`config.mk`:
```
export PLATFORM = sky130hd
export DESIGN_NAME = debug_uart_tx_scheduler
export DESIGN_NICKNAME = d
export VERILOG_FILES = /design/src/rtl/debug_uart_tx_scheduler.sv
export SDC_FILE = /design/constraint.sdc
export NUM_CORES = 1
export LEC_CHECK = 0
export CAP_MARGIN = 30
export CORE_ASPECT_RATIO = 0.8
export CORE_UTILIZATION = 55
export DETAILED_ROUTE_END_ITERATION = 8
export MAX_ROUTING_LAYER = met4
export PLACE_DENSITY_LB_ADDON = 0.08
export SLEW_MARGIN = 20
export SYNTH_ARGS = -nofsm -noshare
export SYNTH_HDL_FRONTEND = slang
export SYNTH_SLANG_ARGS = --single-unit
```
`constraint.sdc`:
```
create_clock -name clk_uart -period 3.2 [get_ports clk_uart]
set_clock_uncertainty 0.15 [all_clocks]
set_input_delay 0.8 -clock clk_uart [delete_from_list [all_inputs] [get_ports clk_uart]]
set_output_delay 0.8 -clock clk_uart [all_outputs]
set_load 0.1 [all_outputs]
```
`src/rtl/debug_uart_tx_scheduler.sv`:
```
// Debug UART transmit scheduler: decodes command bytes, snapshots status
// channels into 4-byte framed packets and drives the transmitter byte handshake.
module debug_uart_tx_scheduler #(
  parameter int         N_CH        = 8,
  parameter int         PERIOD_CLKS = 1000000,
  parameter logic [7:0] HDR_BYTE    = 8'hD5
) (
  input  logic                clk_uart,
  input  logic                rstn,
  input  logic [8*N_CH-1:0]   in_status,
  input  logic                in_rx_dv,
  input  logic [7:0]          in_rx_byte,
  output logic                out_tx_dv,
  output logic [7:0]          out_tx_byte,
  input  logic                in_tx_active,
  input  logic                in_tx_done,
  output logic                out_busy,
  output logic                out_cmd_err,
  output logic [15:0]         out_frame_cnt
);

  localparam int CH_W  = (N_CH > 1) ? $clog2(N_CH) : 1;
  localparam int TMR_W = $clog2(PERIOD_CLKS);
  localparam logic [TMR_W-1:0] TMR_LAST = TMR_W'(PERIOD_CLKS - 1);
  localparam logic [CH_W-1:0]  CH_LAST  = CH_W'(N_CH - 1);

  localparam logic [7:0] CMD_DUMP    = 8'hA5;
  localparam logic [7:0] CMD_PER_ON  = 8'h5A;
  localparam logic [7:0] CMD_PER_OFF = 8'hC3;

  typedef enum logic [2:0] {
    S_IDLE,
    S_LOAD,
    S_SEND,
    S_WAIT,
    S_NEXT
  } state_t;

  state_t           r_state;
  logic             r_pend_single;
  logic [CH_W-1:0]  r_pend_idx;
  logic             r_pend_dump;
  logic             r_per_en;
  logic [TMR_W-1:0] r_timer;
  logic [CH_W-1:0]  r_ch;
  logic             r_dump_mode;
  logic [1:0]       r_byte_idx;
  logic [3:0][7:0]  r_frame;
  logic             r_tx_dv;
  logic [7:0]       r_tx_byte;
  logic             r_cmd_err;
  logic [15:0]      r_frame_cnt;

  logic             w_cmd_single;
  logic             w_cmd_dump;
  logic             w_cmd_per_on;
  logic             w_cmd_per_off;
  logic             w_cmd_bad;
  logic             w_tmr_hit;
  logic             w_take_single;
  logic             w_take_dump;
  logic [7:0]       w_snap;
  logic [7:0]       w_ch_byte;

  // Command decode; channel indices never collide with the fixed opcodes.
  always_comb begin
    w_cmd_single  = in_rx_dv && (in_rx_byte < 8'(N_CH));
    w_cmd_dump    = in_rx_dv && (in_rx_byte == CMD_DUMP);
    w_cmd_per_on  = in_rx_dv && (in_rx_byte == CMD_PER_ON);
    w_cmd_per_off = in_rx_dv && (in_rx_byte == CMD_PER_OFF);
    w_cmd_bad     = in_rx_dv && !(w_cmd_single || w_cmd_dump ||
                                  w_cmd_per_on || w_cmd_per_off);
  end

  assign w_tmr_hit     = r_per_en && (r_timer == TMR_LAST);
  assign w_take_single = (r_state == S_IDLE) && r_pend_single;
  assign w_take_dump   = (r_state == S_IDLE) && !r_pend_single && r_pend_dump;
  assign w_ch_byte     = 8'(r_ch);

  // NOTE: every variable assigned in always_comb gets a default first, so no
  // path through the block leaves it unassigned and no latch is inferred.
  always_comb begin
    w_snap = '0;
    for (int k = 0; k < N_CH; k++) begin
      if (r_ch == CH_W'(k)) w_snap = in_status[8*k +: 8];
    end
  end

  // Request flags: a new request in the same cycle as the FSM consumes the
  // old one wins, so nothing arriving on that edge is lost.
  // NOTE: sequential state uses non-blocking assignments only, so all flops
  // update together from pre-edge values regardless of statement order.
  always_ff @(posedge clk_uart or negedge rstn) begin
    if (!rstn) begin
      r_pend_single <= 1'b0;
      r_pend_idx    <= '0;
      r_pend_dump   <= 1'b0;
      r_per_en      <= 1'b0;
      r_timer       <= '0;
      r_cmd_err     <= 1'b0;
    end else begin
      r_cmd_err <= w_cmd_bad;

      if (w_cmd_single) begin
        r_pend_single <= 1'b1;
        r_pend_idx    <= in_rx_byte[CH_W-1:0];
      end else if (w_take_single) begin
        r_pend_single <= 1'b0;
      end

      if (w_cmd_dump || w_tmr_hit) begin
        r_pend_dump <= 1'b1;
      end else if (w_take_dump) begin
        r_pend_dump <= 1'b0;
      end

      if (w_cmd_per_on) begin
        r_per_en <= 1'b1;
        r_timer  <= '0;
      end else if (w_cmd_per_off) begin
        r_per_en <= 1'b0;
        r_timer  <= '0;
      end else if (r_per_en) begin
        r_timer <= w_tmr_hit ? '0 : r_timer + 1'b1;
      end
    end
  end

  // NOTE: the 4-byte frame buffer is reset along with the control state; it is
  // small, and a clean reset keeps out_tx_byte at 0 until the first frame.
  always_ff @(posedge clk_uart or negedge rstn) begin
    if (!rstn) begin
      r_state     <= S_IDLE;
      r_ch        <= '0;
      r_dump_mode <= 1'b0;
      r_byte_idx  <= '0;
      r_frame     <= '0;
      r_tx_dv     <= 1'b0;
      r_tx_byte   <= '0;
      r_frame_cnt <= '0;
    end else begin
      r_tx_dv <= 1'b0;

      case (r_state)
        S_IDLE: begin
          if (r_pend_single) begin
            r_ch        <= r_pend_idx;
            r_dump_mode <= 1'b0;
            r_state     <= S_LOAD;
          end else if (r_pend_dump) begin
            r_ch        <= '0;
            r_dump_mode <= 1'b1;
            r_state     <= S_LOAD;
          end
        end

        // Status is captured here so the frame in flight stays self-consistent.
        S_LOAD: begin
          r_frame[0] <= HDR_BYTE;
          r_frame[1] <= w_ch_byte;
          r_frame[2] <= w_snap;
          r_frame[3] <= HDR_BYTE ^ w_ch_byte ^ w_snap;
          r_byte_idx <= '0;
          r_state    <= S_SEND;
        end

        S_SEND: begin
          if (!in_tx_active) begin
            r_tx_dv   <= 1'b1;
            r_tx_byte <= r_frame[r_byte_idx];
            r_state   <= S_WAIT;
          end
        end

        S_WAIT: begin
          if (in_tx_done) begin
            if (r_byte_idx != 2'd3) begin
              r_byte_idx <= r_byte_idx + 2'd1;
              r_state    <= S_SEND;
            end else begin
              r_frame_cnt <= r_frame_cnt + 16'd1;
              r_state     <= S_NEXT;
            end
          end
        end

        S_NEXT: begin
          if (r_dump_mode && (r_ch != CH_LAST)) begin
            r_ch    <= r_ch + 1'b1;
            r_state <= S_LOAD;
          end else begin
            r_dump_mode <= 1'b0;
            r_state     <= S_IDLE;
          end
        end

        default: r_state <= S_IDLE;
      endcase
    end
  end

  assign out_tx_dv     = r_tx_dv;
  assign out_tx_byte   = r_tx_byte;
  assign out_busy      = (r_state != S_IDLE);
  assign out_cmd_err   = r_cmd_err;
  assign out_frame_cnt = r_frame_cnt;

endmodule
```
[Word level (Yosys, flattened, before mapping)]
Cells that the tools add are included.
Word-level totals
  word-level logic and storage cells: 121
  bits in registers: 81
Cells by class
  mux-type cells: 40
  add/subtract/negate cells: 4
  reductions and logical operators: 31
  bitwise logic cells: 4
  equality and inequality tests: 23
  $lt $le $gt $ge: 2
Operators with widths (count)
  $mux 20: 4
  $mux 8: 9
  $mux 3: 8
  $add 20x1->20 const B: 1
  $eq 20x20->1 const B: 1
  $add 16x1->16 const B: 1
  $bmux 8 s2: 1
  $eq 8x8->1 const B: 2
  $eq 3x3->1 const B: 5
  $pmux 3 s5: 1
  $reduce_and 3->1: 5
  $eq 3x2->1 const B: 4
  $mux 1: 12
  $ne 2x2->1 const B: 6
  $logic_and 1x1->1: 10
  $reduce_bool 2->1: 5
  $eq 8x7->1 const B: 1
  $lt 8x4->1 const B: 1
  $xor 8x8->8: 1
  $eq 3x1->1 const B: 2
  $logic_not 3->1: 2
  $ne 3x3->1 const B: 2
  $pmux 3 s2: 1
  $reduce_bool 3->1: 2
  other kinds (11): 17

[Longest topological paths before layout]
Gate-level depths: netlist (run 1).
  word-level depth: 10
  depth in mapped cells: 9
  depth with buffers taken out: 7

[Worst setup path after synthesis (run 1)]
OpenSTA, ideal clock, no wires.
  path kind: flip-flop to flip-flop
  start point: register r_frame_cnt[3], in the netlist out_frame_cnt[3]
  end point: register r_frame_cnt[13], in the netlist out_frame_cnt[13]
  arrival: 2.149 ns
  required time: 2.892 ns
  stages on the path, launching flop included: 6
  path slack: 0.743 ns
  buffers on the path: 0
  cells stage by stage: dfrtp_1 -> inv_1 -> or4_4 -> nor2_2 -> nand4_1 -> xnor2_1
Between the ends
  longest elaborated chain between the ends: 1
Ends and longest elaborated chain
  from (decl): RTL line 52  | logic [15:0] r_frame_cnt;
  from (signal assigned): RTL line 181  | r_frame_cnt <= r_frame_cnt + 16'd1;
  $add 16x1->16: RTL line 181
No other way between the ends.
A chain may end at the register's enable or synchronous reset.

[Worst setup path after layout (run 1)]
  start point: register r_ch[0]
  end point: register r_frame[25] in the netlist's numbering
Between the ends
  longest elaborated chain between the ends: 10
  elaborated cells on any way between the ends: 17
  those cells by class: 7 x eq/ne; 8 x mux; 1 x bitwise; 1 x reduce/logical
Ends and longest elaborated chain
  from (decl): RTL line 45  | logic [CH_W-1:0] r_ch;
  from (signal assigned): RTL line 147  | r_ch <= r_pend_idx;
  from (signal assigned): RTL line 189  | r_ch <= r_ch + 1'b1;
  $logic_not 3->1: RTL line 85  | if (r_ch == CH_W'(k)) w_snap = in_status[8*k +: 8];
  $mux 8 (7 in a row): RTL line 85
  $mux 8 *: RTL line 85
  $xor 8x8->8 *: RTL line 162  | r_frame[3] <= HDR_BYTE ^ w_ch_byte ^ w_snap;
  to (decl): RTL line 48  | logic [3:0][7:0] r_frame;
Mark *: on every way between the ends. The rest lies on a longest branch, timed or not.

==> results of run 1 <==
-- metal layers --
layer  part of all wire (%)  track usage (%)  vias to the layer above
met5                      0                -                        -
met4                    1.9             9.99                        0
met3                    6.2             5.36                       19
met2                     43             40.9                      183
met1                     49             41.1                     2056
li1                       -                -                     2123
-- power by group through the flow --
stage	combinational (mW)	clock (mW)	sequential, mW
after floorplan	1.40	0	2.07
after global placement	2.45	0	1.60
after detailed placement	2.51	0	1.62
after CTS	2.52	0.936	1.60
after global routing	2.76	0.982	1.65
final	2.52	0.926	1.61
-- logic make-up after synthesis --
group,synth area share [%]
AND/OR/NAND/NOR,26.2
AO/OA/AOI/OAI,17.5
flip-flops,42.2
buffers and inverters,4.09
XOR/XNOR,3.56
multiplexers,4.01
adder cells (fa/ha/maj),2.41
-- cells in the mapped netlist (all sizes together) (3+ instances only) --
| cell | instances | share of area, % |
|---|---|---|
| buf | 7 | 0.72 |
| nor3 | 9 | 0.96 |
| nor4 | 7 | 1.2 |
| and4 | 5 | 0.94 |
| nand4 | 14 | 1.9 |
| or3 | 7 | 0.94 |
| nor2 | 41 | 3.3 |
| o21ai | 41 | 4.4 |
| a21oi | 30 | 3.2 |
| nand3 | 24 | 2.6 |
| o32ai | 3 | 0.56 |
| mux2 | 10 | 2.4 |
| nand2 | 65 | 5.2 |
| a211oi | 4 | 0.64 |
| a221oi | 4 | 0.75 |
| inv | 15 | 1.2 |
| dfrtp | 79 | 42 |
| o31ai | 3 | 0.48 |
| ha | 9 | 2.4 |
| and2 | 4 | 0.53 |
| o211ai | 4 | 0.64 |
| mux2i | 3 | 0.64 |
| a22oi | 4 | 0.64 |
| nor2b | 12 | 1.6 |
| nand3b | 10 | 1.6 |
| or4 | 3 | 0.56 |
| and3 | 7 | 0.94 |
| clkbuf | 26 | 2.1 |
| nor4b | 3 | 0.56 |
| a31oi | 11 | 1.5 |
| xor2 | 8 | 1.5 |
| xnor2 | 11 | 2.1 |
| a31o | 3 | 0.56 |
| nor3b | 4 | 0.64 |
| nand2b | 10 | 1.3 |
| a32o | 4 | 0.86 |
-- cell type report --
cell class | instances | area (µm²)
multi-input combinational | 404 | 2510
clock inverter | 7 | 126
fill | 599 | 2090
clock buffer | 9 | 124
inverter | 16 | 60.1
tap | 108 | 135
timing repair buffer | 117 | 1070
sequential | 79 | 1980
-- critical path, delay by kind of cell, from the launching register on --
kind                       cells  cell delay (ns)
adders and majority gates      1             0.69
and+or+nand+nor                1             0.14
AOI/OAI and AO/OA              3             0.67
buffers and inverters          1             0.20
muxes                          1             0.29
DFF                            1             0.43
-- cell usage in the layout (no fill, tap or decap), types with 4 or more instances in the layout --
master and count:
nand4_1 14, o211ai_1 4, nand2b_1 10, a21oi_1 30
xnor2_1 11, xor2_1 8, and3_1 7, or3_1 7
nor4_1 5, nor2_1 40, and4_1 5, clkdlybuf4s50_1 75
nor3_1 9, mux2_2 10, nor2b_1 12, inv_1 15
ha_1 9, clkbuf_8 9, a211oi_1 4, nor3b_1 4
dfrtp_1 79, a31oi_1 11, and2_1 4, a221oi_1 4
nand2_1 65, nand3b_1 10, a22oi_1 4, buf_4 42
nand3_1 24, o21ai_0 41, a32o_1 4
-- flip-flops by register name, summed over array words and instances, names as in the netlist, 2 cells and up --
| name | flops |
|---|---|
| r_timer | 20 |
| r_pend_idx | 3 |
| out_tx_byte | 8 |
| r_frame | 18 |
| r_ch | 3 |
| r_byte_idx | 2 |
| out_frame_cnt | 16 |
| r_state | 3 |
-- worst paths after layout --
kind	from	to	cells after the start
min reg2reg	out_frame_cnt[15]	out_frame_cnt[15]	1
min	rstn	out_tx_byte[7]	1
min in group clk_uart	out_frame_cnt[15]	out_frame_cnt[15]	1
max reg2reg	r_ch[0]	r_frame[25]	7
max in group asynchronous	rstn	out_frame_cnt[12]	2
max	r_ch[0]	r_frame[25]	7
==> metrics, run 1 <==
post-layout total power 5.06 mW; number of global-route vias before repair 4070; effective utilization at floorplan 57.8%; total number of vias 4381; largest net degree at the start of global routing 44; register bit count reported by yosys 79; DRC violation count after routing 0; initial antenna violation count 0; post-synthesis to final-layout area growth 28.2%; element type at the critical path end flop; worst endpoint data arrival time 2.78 ns; first-pass GRT wire length 19500 µm; Lkg Pwr 2.51 nW; CTS tree done; fraction of final layout cells sized beyond drive strength 1 13.0%; Seq/Total Area, Yosys 42.2%; series of cell instances along the critical path inv_1 > ha_1 > nand3b_1 > a221oi_1 > o2111ai_1 > mux2_2 > o311ai_0; delay contributed by the slowest stage of the critical path 0.69 ns; Place WS 0.457 ns; critical path required time 3.25 ns; Final #Nets 713; drt wl/cell 15.6 µm; Clock Power Share 18.3%; Peak Freq 367 MHz; CTS buffer count 9; kind of path behind the tightest hold check primary input to asynchronous set/reset pin; buffer cell driving the clock tree root clkbuf_8; antenna diode count 0; share of the clock period used by the worst path 85.2%; min setup slack post-route 0.473 ns; kind of launch point of the worst setup path flop; Netlist Area Pre-Place 4680 µm²; CTS Sinks 79; Min Clock Period, post-route 2.73 ns; Placer Congestion 0.896; clock transition at the registers of the reported paths 0.09 ns; HPWL after DPL 8520 µm; worst-path cell with the longest stage delay ha_1; post-synthesis cell type count 63; number of nets with antenna violations after detailed routing 0; final count of pins violating max slew 0; final non-filler cell total 740; sum of overflow across all layers after global routing 0; TNS Setup 0 ns; first-pass iteration count of the detailed router 5; worst slew pin tran 0.755 ns; Clk Latency, worst-skew pair 0.37 ns; port bufs 103; core occupancy in the finished layout 74.2%; CP Class flop to flop; Post-CTS Repair Setup Buffers 0; cell area after placement 5750 µm²; aggregate routed wire length 11500 µm; per-cell via count in the routed design 5.92; EDFF count, synth 0; Reg power frac 31.8%; Die Wd 105 µm; maximum resistive drop on vdd 0.705 mV; Synth Flop Type dfrtp_1; warning count from the yosys run 0; number of maximum-capacitance violations 0; async set or reset register ratio after synthesis 100%; syn avg cell area 8.80 µm²; Power per Cell Area 843 nW/µm²; post-cts resize count 0; total number of H-tree levels 3; number of DRC markers after the initial detailed-route iteration 421; post-synth net total 618; Switching Power 2.30 mW; Setup violations, final 0; Post-Layout Inst Area 6000 µm²; result of the run complete, no violations; final hold violation count 0; # IOs 104; area of the core 8090 µm²; relative contribution of combinational cells to total power 49.9%; Clock Tree Buf Depth 2; total routing usage reported by global routing 28.7%; switching power share of the total 45.5%; floorplan die area 8890 µm²; number of cells after detailed placement 724; internal power summed over all cells 2.76 mW; cells after synthesis 532; vertical die dimension 84.5 µm; top fanout value on the critical path 23; relative max-transition margin 49.6%; r2r setup slk 0.47 ns; hold slack final 0.261 ns; number of rows created at floorplan 29; cts hold-fix bufs 0; RSZ-0062 raised after global routing no
No activity file was read; power rests on OpenSTA's default activity.
==> run 2: changes to the inputs <==
--- a/config.mk
+++ b/config.mk
@@ -7,7 +7,7 @@
 export LEC_CHECK = 0
 export CAP_MARGIN = 30
 export CORE_ASPECT_RATIO = 0.8
-export CORE_UTILIZATION = 55
+export CORE_UTILIZATION = 50
 export DETAILED_ROUTE_END_ITERATION = 8
 export MAX_ROUTING_LAYER = met4
 export PLACE_DENSITY_LB_ADDON = 0.08
==> metrics, run 2 (same netlist as run 1, synthesis figures left out) <==
post-cts resize count 0; Clock Tree Buf Depth 2; number of maximum-capacitance violations 0; floorplan die area 9750 µm²; first-pass iteration count of the detailed router 5; critical path capture point r_frame[24]; r2r setup slk 0.51 ns; Post-CTS Repair Setup Buffers 0; cts hold-fix bufs 0; relative max-transition margin 56.8%; drt wl/cell 15.6 µm; HPWL after DPL 8460 µm; kind of launch point of the worst setup path flop; critical path required time 3.32 ns; maximum resistive drop on vdd 0.928 mV; CTS tree done; Most flops, register r_timer; clock transition at the registers of the reported paths 0.06 ns; worst-path cell with the longest stage delay dfrtp_1; hold slack final 0.297 ns; number of cells after detailed placement 733; DRC violation count after routing 0; beginning of the critical path r_ch[2]; total number of H-tree levels 3; effective utilization at floorplan 51.6%; per-cell via count in the routed design 5.86; Min Clock Period, post-route 2.69 ns; worst endpoint data arrival time 2.81 ns; depth of the worst register-to-register path 7; final non-filler cell total 749; number of nets with antenna violations after detailed routing 0; number of rows created at floorplan 31; Largest register FFs 20; area of the core 9080 µm²; vertical die dimension 88.5 µm; number of DRC markers after the initial detailed-route iteration 356; port bufs 103; top fanout value on the critical path 16; post-synthesis to final-layout area growth 30.3%; Power per Cell Area 864 nW/µm²; CTS Sinks 79; kind of path behind the tightest hold check primary input to asynchronous set/reset pin; # IOs 104; total number of vias 4389; share of the clock period used by the worst path 84.0%; initial antenna violation count 0; Final #Nets 715; Clk Latency, worst-skew pair 0.33 ns; buffer cell driving the clock tree root clkbuf_16; number of global-route vias before repair 3920; delay contributed by the slowest stage of the critical path 0.66 ns; final hold violation count 0; result of the run complete, no violations; sum of overflow across all layers after global routing 0; series of cell instances along the critical path inv_1 > ha_1 > or2_2 > a221oi_1 > o2111ai_1 > mux2_2 > nand3_1; Placer Congestion 0.875; Setup violations, final 0; end of the worst register-to-register path r_frame[24]; reg-to-reg startpoint r_ch[2]; fraction of final layout cells sized beyond drive strength 1 13.2%; total routing usage reported by global routing 26.1%; CP Class flop to flop; TNS Setup 0 ns; aggregate routed wire length 11700 µm; Peak Freq 372 MHz; Die Wd 110 µm; RSZ-0062 raised after global routing no; final count of pins violating max slew 0; antenna diode count 0; first-pass GRT wire length 18900 µm; most common cell after layout, fill and taps aside dfrtp_1; CTS buffer count 9; largest net degree at the start of global routing 44; Lkg Pwr 2.55 nW; most frequent cells in the layout 79 x dfrtp_1, 75 x clkdlybuf4s50_1, 65 x nand2_1, 44 x buf_4, 41 x o21ai_0; worst slew pin tran 0.641 ns; element type at the critical path end flop
## run 2: final cells by class
cell class | count | area [µm²]
fill | 739 | 2980
sequential | 79 | 1980
clock buffer | 9 | 225
tap | 115 | 144
timing repair buffer | 119 | 1080
inverter | 16 | 60.1
multi-input combinational | 404 | 2510
clock inverter | 7 | 101
## run 2: metrics by stage
stage | util (%) | area, µm² | total power [mW] | setup slack [ns]
floorplan | - | 4680 | 3.47 | 0.743
global placement | 63.6 | 5770 | 4.08 | 0.476
detailed placement | 63.6 | 5770 | 4.15 | 0.456
CTS | 67.2 | 6100 | 5.28 | 0.568
global route | 67.2 | 6100 | 5.63 | 0.299
finish | 67.2 | 6100 | 5.27 | 0.514
## run 2: critical path: cells and delay by family, from the launching register on
family	cells	cell delay (ns)
flops	1	0.66
buf+inv	1	0.23
simple gates	2	0.41
fa+ha+maj	1	0.27
mux	1	0.35
compound gates	2	0.55
## run 2: worst min path at each step
stage	start	end	slack, ns	depth (start not counted)
2_1_floorplan	r_frame[8]	r_frame[8]	0.29	2
3_3_place_gp	r_frame[8]	r_frame[8]	0.31	2
3_5_place_dp	r_frame[8]	r_frame[8]	0.32	2
4_1_cts	rstn	out_tx_byte[6]	0.31	1
5_1_grt	rstn	r_frame[30]	0.34	1
6_report	rstn	out_tx_byte[7]	0.30	1
## run 2: power breakdown
part | internal [mW] | switching (mW) | total, mW
clock network | 0.691 | 0.421 | 1.11
logic | 0.927 | 1.60 | 2.53
registers | 1.31 | 0.323 | 1.63
total | 2.93 | 2.34 | 5.27
## run 2: layer usage
metal	wire length, µm	global-route usage (%)
met1	5820	37.6
met2	4990	37.0
met3	749	5.08
met4	106	7.54
met5	0	-
==> run 3: changes to the inputs <==
==> constraint.sdc (replaced) <==
create_clock -name clk_uart -period 2.74 [get_ports clk_uart]
set_clock_uncertainty 0.15 [all_clocks]
set_input_delay 0.685 -clock clk_uart [delete_from_list [all_inputs] [get_ports clk_uart]]
set_output_delay 0.685 -clock clk_uart [all_outputs]
set_load 0.1 [all_outputs]
==> metrics, run 3 (same netlist as run 1, synthesis figures left out) <==
TNS Setup 0 ns; number of maximum-capacitance violations 0; antenna diode count 0; fraction of final layout cells sized beyond drive strength 1 13.8%; # IOs 104; cell area after placement 5840 µm²; number of nets with antenna violations after detailed routing 0; Largest register FFs 20; most common cell after layout, fill and taps aside dfrtp_1; clock transition at the registers of the reported paths 0.06 ns; buffers and inverters on the worst path 2; area of the core 9080 µm²; Post-Layout Inst Area 6170 µm²; Min Clock Period, post-route 2.50 ns; Post-CTS Repair Setup Buffers 0; CP Class flop to flop; first-pass GRT wire length 19100 µm; Peak Freq 399 MHz; share of the clock period used by the worst path 91.4%; Place WS 0.119 ns; series of cell instances along the critical path inv_1 > ha_1 > buf_4 > nor2_1 > a31o_2 > and3_1 > a211oi_1 > o21ai_0; final count of pins violating max slew 0; HPWL after DPL 8570 µm; post-synthesis to final-layout area growth 31.8%; Final #Nets 719; critical path required time 2.79 ns; port bufs 103; number of rows created at floorplan 31; number of DRC markers after the initial detailed-route iteration 264; worst endpoint data arrival time 2.55 ns; relative max-transition margin 58.8%; Top delay family on crit path compound AO/OA/AOI/OAI gates; maximum resistive drop on vdd 0.915 mV; fillers 770; Power per Cell Area 1010 nW/µm²; final non-filler cell total 753; most frequent cells in the layout 79 x dfrtp_1, 75 x clkdlybuf4s50_1, 65 x nand2_1, 45 x buf_4, 41 x o21ai_0; number of global-route vias before repair 4003; CTS tree done; min setup slack post-route 0.236 ns; total number of vias 4378; CTS Sinks 79; Lkg Pwr 2.59 nW; largest net degree at the start of global routing 47; element type at the critical path end flop; result of the run complete, no violations; number of cells after detailed placement 737; worst-path cell with the longest stage delay ha_1; Die Wd 110 µm; vertical die dimension 88.5 µm; buffer cell driving the clock tree root clkbuf_16; CTS buffer count 9; Most flops, register r_timer; effective utilization at floorplan 51.6%; cts hold-fix bufs 0; worst slew pin tran 0.612 ns; aggregate routed wire length 11800 µm; DRC violation count after routing 0; Clk Latency, worst-skew pair 0.33 ns; drt wl/cell 15.6 µm; final hold violation count 0; RSZ-0062 raised after global routing no; initial antenna violation count 0; total routing usage reported by global routing 26.3%; Setup violations, final 0; post-layout total power 6.22 mW; sum of overflow across all layers after global routing 0; post-cts resize count 0; Placer Congestion 0.842; kind of launch point of the worst setup path flop; Clock Tree Buf Depth 2; kind of path behind the tightest hold check primary input to asynchronous set/reset pin; first-pass iteration count of the detailed router 5; top fanout value on the critical path 15; floorplan die area 9750 µm²; total number of H-tree levels 3; delay contributed by the slowest stage of the critical path 0.50 ns; per-cell via count in the routed design 5.81
[run 3: cell types whose count changed in the layout (fill, tap and decap cells not counted), sizes merged]
cell      delta
buf          +4
clkinv       +1
clkinvlp     -1
[run 3: area by class of cell]
class	instances	area, µm²	share of cell area [%]
multi-input cells	404	2510	40.7
inverters	16	60.1	0.974
clock buffers	9	225	3.65
clock inverters	7	101	1.64
flip-flops and latches	79	1980	32.0
repair buffers	123	1150	18.6
well taps	115	144	2.33
[run 3: final timing paths]
check | slack, ns | startpoint | cells past startpoint | endpoint
setup / recovery | 0.24 | r_ch[0] | 8 | r_frame[18]
hold / removal | 0.20 | rstn | 1 | out_tx_byte[6]
setup reg to reg | 0.24 | r_ch[0] | 8 | r_frame[18]
hold reg to reg | 0.33 | out_frame_cnt[15] | 1 | out_frame_cnt[15]
max in group asynchronous | 1.63 | rstn | 2 | r_pend_idx[1]
min in group clk_uart | 0.33 | out_frame_cnt[15] | 1 | out_frame_cnt[15]
[run 3: report_power, final]
group          internal [mW]  switching [mW]  leakage, nW
clock                  0.809           0.502        0.158
sequential              1.53           0.324        0.968
combinational           1.13            1.92         1.46
total                   3.47            2.75         2.59
[run 3: per-stage QoR]
| stage | util (%) | hold WS (ns) |
|---|---|---|
| after floorplan | - | 0.239 |
| after global placement | 64.4 | 0.306 |
| after detailed placement | 64.4 | 0.318 |
| after CTS | 68.0 | 0.218 |
| after global routing | 68.0 | 0.247 |
| final | 68.0 | 0.197 |
[run 3: layer usage]
| layer | global-route usage, % | vias to the layer above | wire, µm |
|---|---|---|---|
| met3 | 4.49 | 7 | 732 |
| met5 | - | - | 0 |
| met2 | 39.0 | 177 | 5140 |
| li1 | - | 2138 | - |
| met4 | 6.22 | 0 | 97 |
| met1 | 37.4 | 2056 | 5790 |
